## src/rtl/prog_loader.sv

```systemverilog
// rtl/prog_loader.sv - boot loader: receives a length/data/checksum byte frame and writes instruction memory
// Holds the CPU in reset until a complete frame with a matching checksum has been stored.
module prog_loader #(
    parameter int ADDR_W  = 10,
    parameter int TIMEOUT = 1000000
) (
    input  logic              clk,
    input  logic              rst,
    input  logic              rx_valid,
    input  logic [7:0]        rx_data,
    output logic              imem_we,
    output logic [ADDR_W-1:0] imem_addr,
    output logic [31:0]       imem_wdata,
    output logic              cpu_rst,
    output logic              load_done,
    output logic              load_err
);

    localparam int          IDLE_W    = $clog2(TIMEOUT + 1);
    localparam logic [16:0] MAX_WORDS = 17'd1 << ADDR_W;

    typedef enum logic [2:0] {
        S_LEN_HI,
        S_LEN_LO,
        S_DATA,
        S_CSUM,
        S_RUN,
        S_ERR
    } state_t;

    state_t              state_q;
    logic [7:0]          len_hi_q;
    logic [ADDR_W-1:0]   last_idx_q;
    logic [ADDR_W-1:0]   word_idx_q;
    logic [1:0]          byte_cnt_q;
    logic [23:0]         asm_q;
    logic [7:0]          sum_q;
    logic [IDLE_W-1:0]   idle_q;
    logic                imem_we_q;
    logic [ADDR_W-1:0]   imem_addr_q;
    logic [31:0]         imem_wdata_q;
    logic                cpu_rst_q;
    logic                load_done_q;
    logic                load_err_q;

    logic [15:0]         len_d;
    logic                len_ok_d;
    logic [31:0]         asm_d;
    logic [7:0]          sum_d;
    logic                timeout_d;
    logic                active_d;

    assign len_d     = {len_hi_q, rx_data};
    assign len_ok_d  = (len_d != 16'd0) && ({1'b0, len_d} <= MAX_WORDS);
    assign asm_d     = {asm_q, rx_data};
    assign sum_d     = sum_q + rx_data;
    assign active_d  = (state_q == S_LEN_LO) || (state_q == S_DATA) || (state_q == S_CSUM);
    // Fires on the TIMEOUT-th consecutive idle edge after the last accepted byte.
    assign timeout_d = active_d && !rx_valid && (idle_q == IDLE_W'(TIMEOUT - 1));

    always_ff @(posedge clk) begin
        if (rst) begin
            state_q      <= S_LEN_HI;
            len_hi_q     <= 8'd0;
            last_idx_q   <= '0;
            word_idx_q   <= '0;
            byte_cnt_q   <= 2'd0;
            asm_q        <= 24'd0;
            sum_q        <= 8'd0;
            idle_q       <= '0;
            imem_we_q    <= 1'b0;
            imem_addr_q  <= '0;
            imem_wdata_q <= 32'd0;
            cpu_rst_q    <= 1'b1;
            load_done_q  <= 1'b0;
            load_err_q   <= 1'b0;
        end else begin
            imem_we_q <= 1'b0;

            if (active_d) begin
                if (rx_valid) begin
                    idle_q <= '0;
                end else begin
                    idle_q <= idle_q + 1'b1;
                end
            end

            if (timeout_d) begin
                state_q    <= S_ERR;
                load_err_q <= 1'b1;
            end else begin
                case (state_q)
                    S_LEN_HI: begin
                        if (rx_valid) begin
                            len_hi_q <= rx_data;
                            state_q  <= S_LEN_LO;
                        end
                    end
                    S_LEN_LO: begin
                        if (rx_valid) begin
                            if (len_ok_d) begin
                                last_idx_q <= ADDR_W'(len_d - 16'd1);
                                state_q    <= S_DATA;
                            end else begin
                                state_q    <= S_ERR;
                                load_err_q <= 1'b1;
                            end
                        end
                    end
                    S_DATA: begin
                        if (rx_valid) begin
                            asm_q      <= asm_d[23:0];
                            sum_q      <= sum_d;
                            byte_cnt_q <= byte_cnt_q + 2'd1;
                            if (byte_cnt_q == 2'd3) begin
                                imem_we_q    <= 1'b1;
                                imem_wdata_q <= asm_d;
                                imem_addr_q  <= word_idx_q;
                                word_idx_q   <= word_idx_q + 1'b1;
                                // Leave immediately so a checksum byte landing on the write pulse is taken.
                                if (word_idx_q == last_idx_q) begin
                                    state_q <= S_CSUM;
                                end
                            end
                        end
                    end
                    S_CSUM: begin
                        if (rx_valid) begin
                            if (rx_data == sum_q) begin
                                state_q     <= S_RUN;
                                cpu_rst_q   <= 1'b0;
                                load_done_q <= 1'b1;
                            end else begin
                                state_q    <= S_ERR;
                                load_err_q <= 1'b1;
                            end
                        end
                    end
                    default: begin
                    end
                endcase
            end
        end
    end

    assign imem_we    = imem_we_q;
    assign imem_addr  = imem_addr_q;
    assign imem_wdata = imem_wdata_q;
    assign cpu_rst    = cpu_rst_q;
    assign load_done  = load_done_q;
    assign load_err   = load_err_q;

endmodule

```

## config.mk

```make
export PLATFORM = sky130hd
export DESIGN_NAME = prog_loader
export DESIGN_NICKNAME = d
export VERILOG_FILES = /design/src/rtl/prog_loader.sv
export SDC_FILE = /design/constraint.sdc
export NUM_CORES = 1
export LEC_CHECK = 0
export ABC_AREA = 0
export CAP_MARGIN = 10
export CORE_MARGIN = 2
export CORE_UTILIZATION = 40
export CTS_CLUSTER_SIZE = 16
export DETAILED_ROUTE_END_ITERATION = 10
export GPL_ROUTABILITY_DRIVEN = 0
export MAX_ROUTING_LAYER = met4
export PLACE_DENSITY = 0.69
export SLEW_MARGIN = 20
export SYNTH_ARGS = -nofsm -noshare
export SYNTH_HDL_FRONTEND = slang
export SYNTH_SLANG_ARGS = --single-unit
```

## constraint.sdc

```tcl
create_clock -name clk -period 5 [get_ports clk]
set_input_delay 1 -clock clk [delete_from_list [all_inputs] [get_ports clk]]
set_output_delay 1 -clock clk [all_outputs]
set_load 0.005 [all_outputs]
```

==> impl_metrics.json <==
{
  "status": "finished clean",
  "tightest_slew_ps": 913.6,
  "min_period_ps": 3359,
  "syn_to_final_growth_pct": 22.65,
  "post_drt_wl_per_cell_um": 14.30,
  "grt_pass1_vias": 4650,
  "fp-row-count": 43,
  "slew_headroom_pct": 38.63,
  "die_area_mm2": 0.01524,
  "synth_warnings": 0,
  "cts_buffers": 17,
  "vias_per_cell": 5.240,
  "final_cells": 929,
  "port_buffers": 56,
  "nNetsFinal": 761,
  "cp.arrival_ps": 3690,
  "rsz0062_at_grt": "no",
  "async_reset_ff_share_pct": 0,
  "synth_nets": 723,
  "drv_cap": 0,
  "use_met2_pct": 29.74,
  "synth_edf_count": 0,
  "grt_pass1_wl_um": 22290,
  "insertion_delay_ps": 410,
  "cts_resized": 0,
  "finClkSkew_ps": 8.430,
  "finalSetupTns_ps": 0,
  "firstDrtPassIters": 5,
  "post-cts-setup-buffers": 0,
  "hp-class": "flop to flop",
  "synth_ff_type": "dfxtp_1",
  "wl_um": 13280,
  "power.total_mw": 2.573,
  "synth.yosys.seq_area_share_pct": 45.96,
  "cts.clk_slew.worst_paths_ps": 60,
  "core_area_mm2": 0.01388,
  "p_leak_nw": 2.521,
  "critPathKind": "input port to flop",
  "drc_errors": 0,
  "cts.sinks": 131,
  "dp_slack_ps": 1323,
  "holdBufCountCts": 0,
  "start_util_pct": 41.10,
  "grtUsageTotal_pct": 18.99,
  "overflow": 0,
  "busiest_layer": "met2",
  "drt.antenna.violating_nets": 0,
  "ir_drop_mv": 0.1953,
  "final.fill_count": 1315,
  "setup_slack_ps": 1641,
  "drive_gt1_share_pct": 7.210,
  "dp_hpwl_um": 8936,
  "max_stage_delay_ps": 520,
  "min_period_over_period_pct": 67.18,
  "htree_levels": 4,
  "die_w_um": 123.4,
  "grt_max_degree": 67,
  "synth_cells": 699,
  "antenna_found_initial": 0,
  "num_antenna_cells": 0,
  "met3_usage_pct": 4.336,
  "ys_ff_latch": 131,
  "grtUsageMet1_pct": 24.12,
  "slew_violations": 0,
  "cellPowerDensity_mw_per_mm2": 367.7,
  "netlist_area_mm2": 0.005705,
  "cpMaxStageDelayCell": "clkdlybuf4s50_1",
  "start_kind": "input port",
  "cts-root-buf": "clkbuf_16",
  "drt_iter0_drc": 223,
  "syn_avg_cell_area_um2": 8.162,
  "hold_viol_final": 0,
  "vias": 4868,
  "cp_cell_sequence": "clkdlybuf4s50_1 > inv_1 > ha_1 > nor4b_1 > a31o_2 > nand4_1 > or2_0 > a21oi_1",
  "cts_buffer_depth": 2,
  "placed_cell_area_mm2": 0.006362,
  "fp.dieH_um": 123.4,
  "setup.worst_path.end_class": "flop",
  "path_max_fanout": 12,
  "cts_tree": "built",
  "finish.instance_area_mm2": 0.006998,
  "post-place-cells": 898,
  "fmax_ghz": 0.2977,
  "setup-violations-final": 0,
  "io_pins": 57,
  "required_ps": 5330,
  "yosysUniqueCellTypes": 57
}
[state kept, by name, summed over array words and instances (netlist names)]
| name | flops |
|---|---|
| asm_q | 24 |
| byte_cnt_q | 2 |
| cpu_rst | 1 |
| idle_q | 20 |
| imem_addr | 10 |
| imem_wdata | 32 |
| imem_we | 1 |
| last_idx_q | 10 |
| len_hi_q | 8 |
| load_done | 1 |
| load_err | 1 |
| state_q | 3 |
| sum_q | 8 |
| word_idx_q | 10 |
[final cells by class]
cell class / count / area (um^2) / area share [%]
repair buffers: 62 / 603.1 / 8.618
multi-input cells: 513 / 2867 / 40.96
clock buffers: 22 / 484.2 / 6.919
inverters: 12 / 45.04 / 0.6437
clock inverters: 9 / 151.4 / 2.163
well taps: 180 / 225.2 / 3.218
flip-flops and latches: 131 / 2623 / 37.48
[cells in the final DEF (no fill, tap or decap), drive strengths merged, types with 3 or more instances in the layout]
master | synthesis | routed
a211oi | 4 | 4
a21o | 4 | 4
a21oi | 102 | 102
a31oi | 4 | 4
a41oi | 3 | 3
and2 | 3 | 3
and3 | 3 | 3
and4 | 3 | 3
buf | 13 | 7
bufinv | 0 | 4
clkbuf | 30 | 22
clkdlybuf4s50 | 0 | 55
clkinv | 0 | 4
dfxtp | 131 | 131
ha | 12 | 12
inv | 12 | 12
mux2i | 9 | 9
nand2 | 170 | 170
nand2b | 6 | 6
nand3 | 17 | 17
nand3b | 3 | 3
nand4 | 11 | 11
nor2 | 51 | 51
nor2b | 3 | 3
nor3 | 11 | 11
nor3b | 3 | 3
nor4 | 8 | 8
nor4b | 3 | 3
o21ai | 16 | 16
o21bai | 3 | 3
or3 | 7 | 7
or4 | 5 | 5
xnor2 | 10 | 10
xor2 | 25 | 25
[through the flow]
stage          hold WS [ps]  util (%)
2_1_floorplan         432.1         -
3_3_place_gp          434.5     45.84
3_5_place_dp          447.3     45.84
4_1_cts               455.4     50.41
5_1_grt               471.8     50.41
6_report              451.5     50.41
[worst max-delay path, delay by kind of cell]
| family | cells | cell delay (ps) |
|---|---|---|
| simple gates | 3 | 1370 |
| buf+inv | 2 | 710 |
| compound gates | 2 | 430 |
| fa+ha+maj | 1 | 160 |
[report_power, final]
group / leakage [nW] / switching (mW) / internal, mW
clock: 0.312 / 0.442 / 0.883
sequential: 1.06 / 0.0199 / 1.06
combinational: 1.15 / 0.104 / 0.0610
[cells by family (layout without fill, tap and decap cells)]
kind of cell             Yosys count  in the layout  synth area share, %
AND/OR/NAND/NOR                  311            311                25.81
flip-flops                       131            131                45.96
adder cells (fa/ha/maj)           13             13                2.982
multiplexers                      10             10                1.776
buffers and inverters             55            105                4.035
XOR/XNOR                          35             35                5.373
AO/OA/AOI/OAI                    144            144                14.06
[worst paths after layout]
path	from	to	slack, ps	cells after the start
worst max-delay path	rx_data[1]	last_idx_q[1]	1640	8
worst min-delay path	len_hi_q[3]	len_hi_q[3]	450	2
worst max register to register	state_q[1]	last_idx_q[1]	2660	5
worst min register to register	len_hi_q[3]	len_hi_q[3]	450	2
[metal layers]
layer	routed length (um)	share of wire, %
met1	6177	47
met2	6438	48
met3	543	4.1
met4	123	0.93
met5	0	0
[cell usage after synthesis (4+ instances only)]
master / count / area [um^2]
nand2_1: 170 / 638.1
dfxtp_1: 131 / 2623
a21oi_1: 102 / 510.5
nor2_1: 51 / 191.4
clkbuf_1: 30 / 112.6
xor2_1: 25 / 219.0
nand3_1: 16 / 80.08
o21ai_0: 16 / 80.08
ha_1: 12 / 150.1
inv_1: 12 / 45.04
buf_2: 10 / 50.05
nand4_1: 10 / 62.56
xnor2_1: 10 / 87.58
mux2i_1: 9 / 90.09
nor3_1: 7 / 35.03
nand2b_1: 6 / 37.54
or3_1: 6 / 37.54
nor4_1: 5 / 31.28
a211oi_1: 4 / 30.03
a21o_1: 4 / 30.03
a31oi_1: 4 / 25.02
or4_1: 4 / 30.03
Note: power is estimated with default switching activity, not from simulation.
==> RTL edit 1 (same settings) <==
The 6 states of `state_t` get a one-hot encoding in 6 bits.
--- a/src/rtl/prog_loader.sv
+++ b/src/rtl/prog_loader.sv
@@ -20,11 +20,11 @@
     localparam logic [16:0] MAX_WORDS = 17'd1 << ADDR_W;
 
-    typedef enum logic [2:0] {
-        S_LEN_HI,
-        S_LEN_LO,
-        S_DATA,
-        S_CSUM,
-        S_RUN,
-        S_ERR
+    typedef enum logic [5:0] {
+        S_LEN_HI = 6'b000001,
+        S_LEN_LO = 6'b000010,
+        S_DATA   = 6'b000100,
+        S_CSUM   = 6'b001000,
+        S_RUN    = 6'b010000,
+        S_ERR    = 6'b100000
     } state_t;
 
Function: no difference found for any inputs over 4 cycles, from zero or initial values and one cycle with rst high; so few cycles prove little.
==> RTL edit 1 against the original RTL <==
Final cell count rose by 3.7%. Highest routed layer unchanged. Largest cell class unchanged. Worst setup slack gained 300 ps. Synthesized cell count increased by 4.6%. Clock power is 8% lower. Via count is 3.4% higher. Count of clock-buffer cells in the layout decreased by 4. Power up 1.1%. Critical endpoint is now word_idx_q[5]. Routed wire length up 2.9%. Sequential cell count is 3 higher. Combinational power increased by 54%. Area after synthesis is 4.2% higher. Largest power group unchanged. Sequential share of layout area barely moved. Design area grew 2.2%.
==> RTL edit 1: results (changes against the original RTL) <==
top cells by count, synth: nand2_1 (163), dfxtp_1 (134), a21oi_1 (93)
final WL: 13660 µm (+2.9%)
Worst Max-Slew Pin Slew: 968.8 ps (+55.18 ps)
Final nets: 790 (+3.8%)
Cell Area, Placed: 0.006584 mm² (+3.5%)
Filler cells: 1390 (+5.7%)
Vias: 5035 (+3.4%)
Peak supply drop: 0.2679 mV (+37%)
GRT met2 Usage: 28.02% (-1.7 points)
run status: finished, final reports clean
Synth cell types: 56 (-1.8%)
met3 usage: 4.248% (-0.088 points)
Syn Nets: 755 (+4.4%)
largest net degree at the start of global routing: 95 (+42%)
later-pin clock latency in the skew report: 430 ps (+20 ps)
Iteration-0 DRC Markers: 342 (+53%)
gr usage total: 18.60% (-0.39 points)
clock skew: 10.22 ps (+1.788 ps)
sequential share of the synthesized area: 45.11% (-0.86 points)
first-pass GRT wire length: 23490 µm (+5.4%)
vias in the first global route: 4778 (+2.8%)
CP max FO: 38 (+26)
layout cells sized above 1: 6.418% (-0.79 points)
Post-Place Worst Slack: 1517 ps (+194.1 ps)
met1 Use GR: 24.43% (+0.31 points)
CP arrival: 3320 ps (-370 ps)
Synth area leaders: dfxtp_1 (45%), nand2_1 (10%), a21oi_1 (7.8%)
Leakage: 2.369 nW (-6.0%)
[RTL edit 1: changes by cell type in the layout (fill, tap and decap cells not counted), sizes merged, moves of 6 or more]
| cell | before | now |
|---|---|---|
| nor2 | 51 | 58 |
| nand4 | 11 | 17 |
| a211oi | 4 | 13 |
| xnor2 | 10 | 21 |
| xor2 | 25 | 18 |
| a21oi | 102 | 93 |
| nor2b | 3 | 9 |
| inv | 12 | 24 |
| nand2 | 170 | 163 |
[RTL edit 1: power breakdown]
| group | switching (W) | internal [W] |
|---|---|---|
| Clock | 0.000508 | 0.000698 |
| Sequential | 0.0000430 | 0.00110 |
| Combinational | 0.000152 | 0.000102 |
[RTL edit 1: cell families (layout without fill, tap and decap cells)]
family / after synthesis / after routing / share of synthesized area, %
AO/OA/AOI/OAI: 153 / 153 / 15.67
AND/OR/NAND/NOR: 318 / 318 / 24.24
buffers and inverters: 63 / 111 / 4.376
flip-flops: 134 / 134 / 45.11
adder cells (fa/ha/maj): 13 / 13 / 2.861
multiplexers: 11 / 11 / 1.873
XOR/XNOR: 39 / 39 / 5.870
[RTL edit 1: metrics by stage]
step	utilization [%]	std cells
after floorplan	-	731
after global placement	45.30	931
after detailed placement	45.30	931
after CTS	49.23	963
after global routing	49.23	963
final	49.23	963
[RTL edit 1: path summary, 6_finish.rpt]
kind / slack, ps / startpoint / cells after the start / to
worst min register to register: 450 / imem_addr[7] / 2 / imem_addr[7]
worst max-delay path: 1940 / rx_valid / 6 / word_idx_q[5]
worst max register to register: 2150 / state_q[1] / 5 / state_q[2]
worst min-delay path: 450 / imem_addr[7] / 2 / imem_addr[7]
[RTL edit 1: final cells by class]
class | instances | area (µm²) | share of cell area (%)
multi-input combinational | 534 | 3004 | 41.99
inverter | 17 | 63.81 | 0.8919
sequential | 134 | 2683 | 37.50
clock buffer | 18 | 429.2 | 5.999
timing repair buffer | 62 | 603.1 | 8.430
tap | 184 | 230.2 | 3.218
clock inverter | 14 | 141.4 | 1.976
[RTL edit 1: worst max-delay path, cell delays in order]
cell	delay, ps
clkdlybuf4s50_1	900
nand4_1	520
buf_4	420
nor3_1	260
xnor2_1	150
nor2_1	60
[RTL edit 1: metal layers]
metal	routed length [µm]	up-vias
met4	216	0
li1	-	2576
met5	0	-
met2	6176	114
met3	612	20
met1	6658	2325
==> RTL edit 2 (same settings) <==
Made on the original files. Set the parameter `TIMEOUT` to 2000000 (it was 1000000).
--- a/src/rtl/prog_loader.sv
+++ b/src/rtl/prog_loader.sv
@@ -3,5 +3,5 @@
 module prog_loader #(
     parameter int ADDR_W  = 10,
-    parameter int TIMEOUT = 1000000
+    parameter int TIMEOUT = 2000000
 ) (
     input  logic              clk,
Formal check against the unedited RTL: same outputs for any inputs over 4 cycles, from zero or initial values and one cycle with rst high; that may be too few to reach the edited logic, so the function may still have changed.
==> RTL edit 2 against the original RTL <==
Core utilization down 1.0 points. Design area grew 1.8%. Clock power shrank 11%. Worst setup slack gained 250 ps. Final cell count up 3.8%. Routed wire length increased by 2.0%. Combinational power up 19%. Count of clock-buffer cells in the layout fell by 1. Power shrank 4.0%. Sequential cell count is 1 higher. Register-to-register slack got worse by 110 ps. Area after synthesis up 2.8%. Sequential share of layout area is 0.36 points lower. Via count rose by 4.5%. Critical endpoint is now word_idx_q[4]. Largest cell class unchanged. Highest routed layer unchanged.
==> RTL edit 2: results (changes against the original RTL) <==
run status: finished, final reports clean
area of the multi-input gates: 0.003018 mm² (+5.3%)
asr flop ratio synth: 0% (unchanged)
CP delay by family, top: buffers and inverters
ClkCell Share: 7.907% (-1.2 points)
top cells by count, synth: nand2_1 (180), dfxtp_1 (132), a21oi_1 (107)
Synth cell types: 60 (+5.3%)
Worst Setup SP: rx_valid
WL/cell: 14.06 µm (-1.7%)
Synth area leaders: dfxtp_1 (45%), nand2_1 (12%), a21oi_1 (9.1%)
Worst-path clk slew: 60 ps (about the same)
clk sink count: 132 (+0.76%)
Iteration-0 DRC Markers: 393 (+76%)
NonClk Buf Share: 8.786% (+0.17 points)
port buffer count: 56 (unchanged)
clock skew: 7.593 ps (-0.8371 ps)
Final nets: 791 (+3.9%)
placed wire-length estimate: 8911 µm (-0.28%)
vias in the first global route: 4767 (+2.5%)
gr usage total: 18.21% (-0.78 points)
Vias: 5085 (+4.5%)
CP max stage cell: nor4bb_4
Synth Area per Inst: 8.059 µm² (-1.3%)
first-pass GRT wire length: 23180 µm (+4.0%)
CP arrival: 3390 ps (-300 ps)
root buf cell: clkbuf_16
Seq area share: 37.11% (-0.36 points)
final WL: 13550 µm (+2.0%)
Signal buffers: 65 (+4.8%)
largest net degree at the start of global routing: 69 (+3.0%)
end of the critical path: word_idx_q[4]
placed insts: 932 (+3.8%)
hold path startpoint: imem_addr[1]
Syn Nets: 752 (+4.0%)
ant diodes: 0 (unchanged)
Clock Buffer Count: 21 (-4.5%)
Peak supply drop: 0.2424 mV (+24%)
CP max FO: 46 (+34)
biggest cell delay along the critical path: 630 ps (+110 ps)
Leakage: 2.509 nW (-0.50%)
Reg2Reg Depth: 6 (+1)
total CTS buffers: 17 (unchanged)
Filler cells: 1412 (+7.4%)
layout cells sized above 1: 6.923% (-0.29 points)
max reg flops: 32 (unchanged)
sequential share of the synthesized area: 45.04% (-0.92 points)
worst reg2reg setup slack: 2550 ps (-110 ps)
Multi-In Gates: 540 (+5.3%)
invs w/o clock: 11 (-1)
Max transition margin: 24.80% (-14 points)
initial antenna violation count: 0 (unchanged)
==> RTL edit 2: changes by cell type after synthesis, sizes merged, moves of 3 or more <==
cell   change
nor2       -6
or4b       +3
nor4       +5
a21oi      +5
and4       -3
or2        +3
nand4      -4
and3       +3
nand2     +11
xnor2      +5
xor2       -7
==> RTL edit 2: how the worst min path moves through the flow <==
stage | depth (start not counted) | endpoint | slack (ps)
final | 2 | imem_addr[1] | 450
after global routing | 2 | imem_wdata[24] | 480
after CTS | 2 | len_hi_q[6] | 450
after detailed placement | 2 | len_hi_q[6] | 450
after global placement | 2 | imem_wdata[29] | 440
after floorplan | 2 | len_hi_q[5] | 430
==> RTL edit 2: routing by layer <==
layer	vias up	global-route usage [%]	wire length (µm)
li1	2579	-	-
met1	2394	25.00	6685
met2	98	27.08	6220
met3	14	4.236	493
met4	0	4.837	149
met5	-	-	0
==> RTL edit 2: where the power goes <==
part           internal, W  total (W)  switching, W
sequential         0.00108    0.00110     0.0000284
combinational    0.0000723   0.000197      0.000124
clock             0.000711    0.00117      0.000459
total              0.00186    0.00247      0.000612
==> RTL edit 2: metrics by stage <==
step / util (%) / setup WS (ps) / area [µm²] / hold slack, ps
after floorplan: - / 2323 / 5867 / 431.3
after global placement: 45.44 / 1448 / 6554 / 443.1
after detailed placement: 45.44 / 1422 / 6554 / 445.1
after CTS: 49.34 / 1859 / 7117 / 452.8
after global routing: 49.37 / 1656 / 7121 / 479.2
final: 49.37 / 1890 / 7121 / 451.5
==> RTL edit 2: logic make-up after synthesis <==
group                      share of synthesized area (%)
muxes                                              2.069
adders and majority gates                          2.900
DFF                                                45.04
xor gates and xnor gates                           4.926
AOI/OAI and AO/OA                                  15.06
and+or+nand+nor                                    26.17
buffers and inverters                              3.839
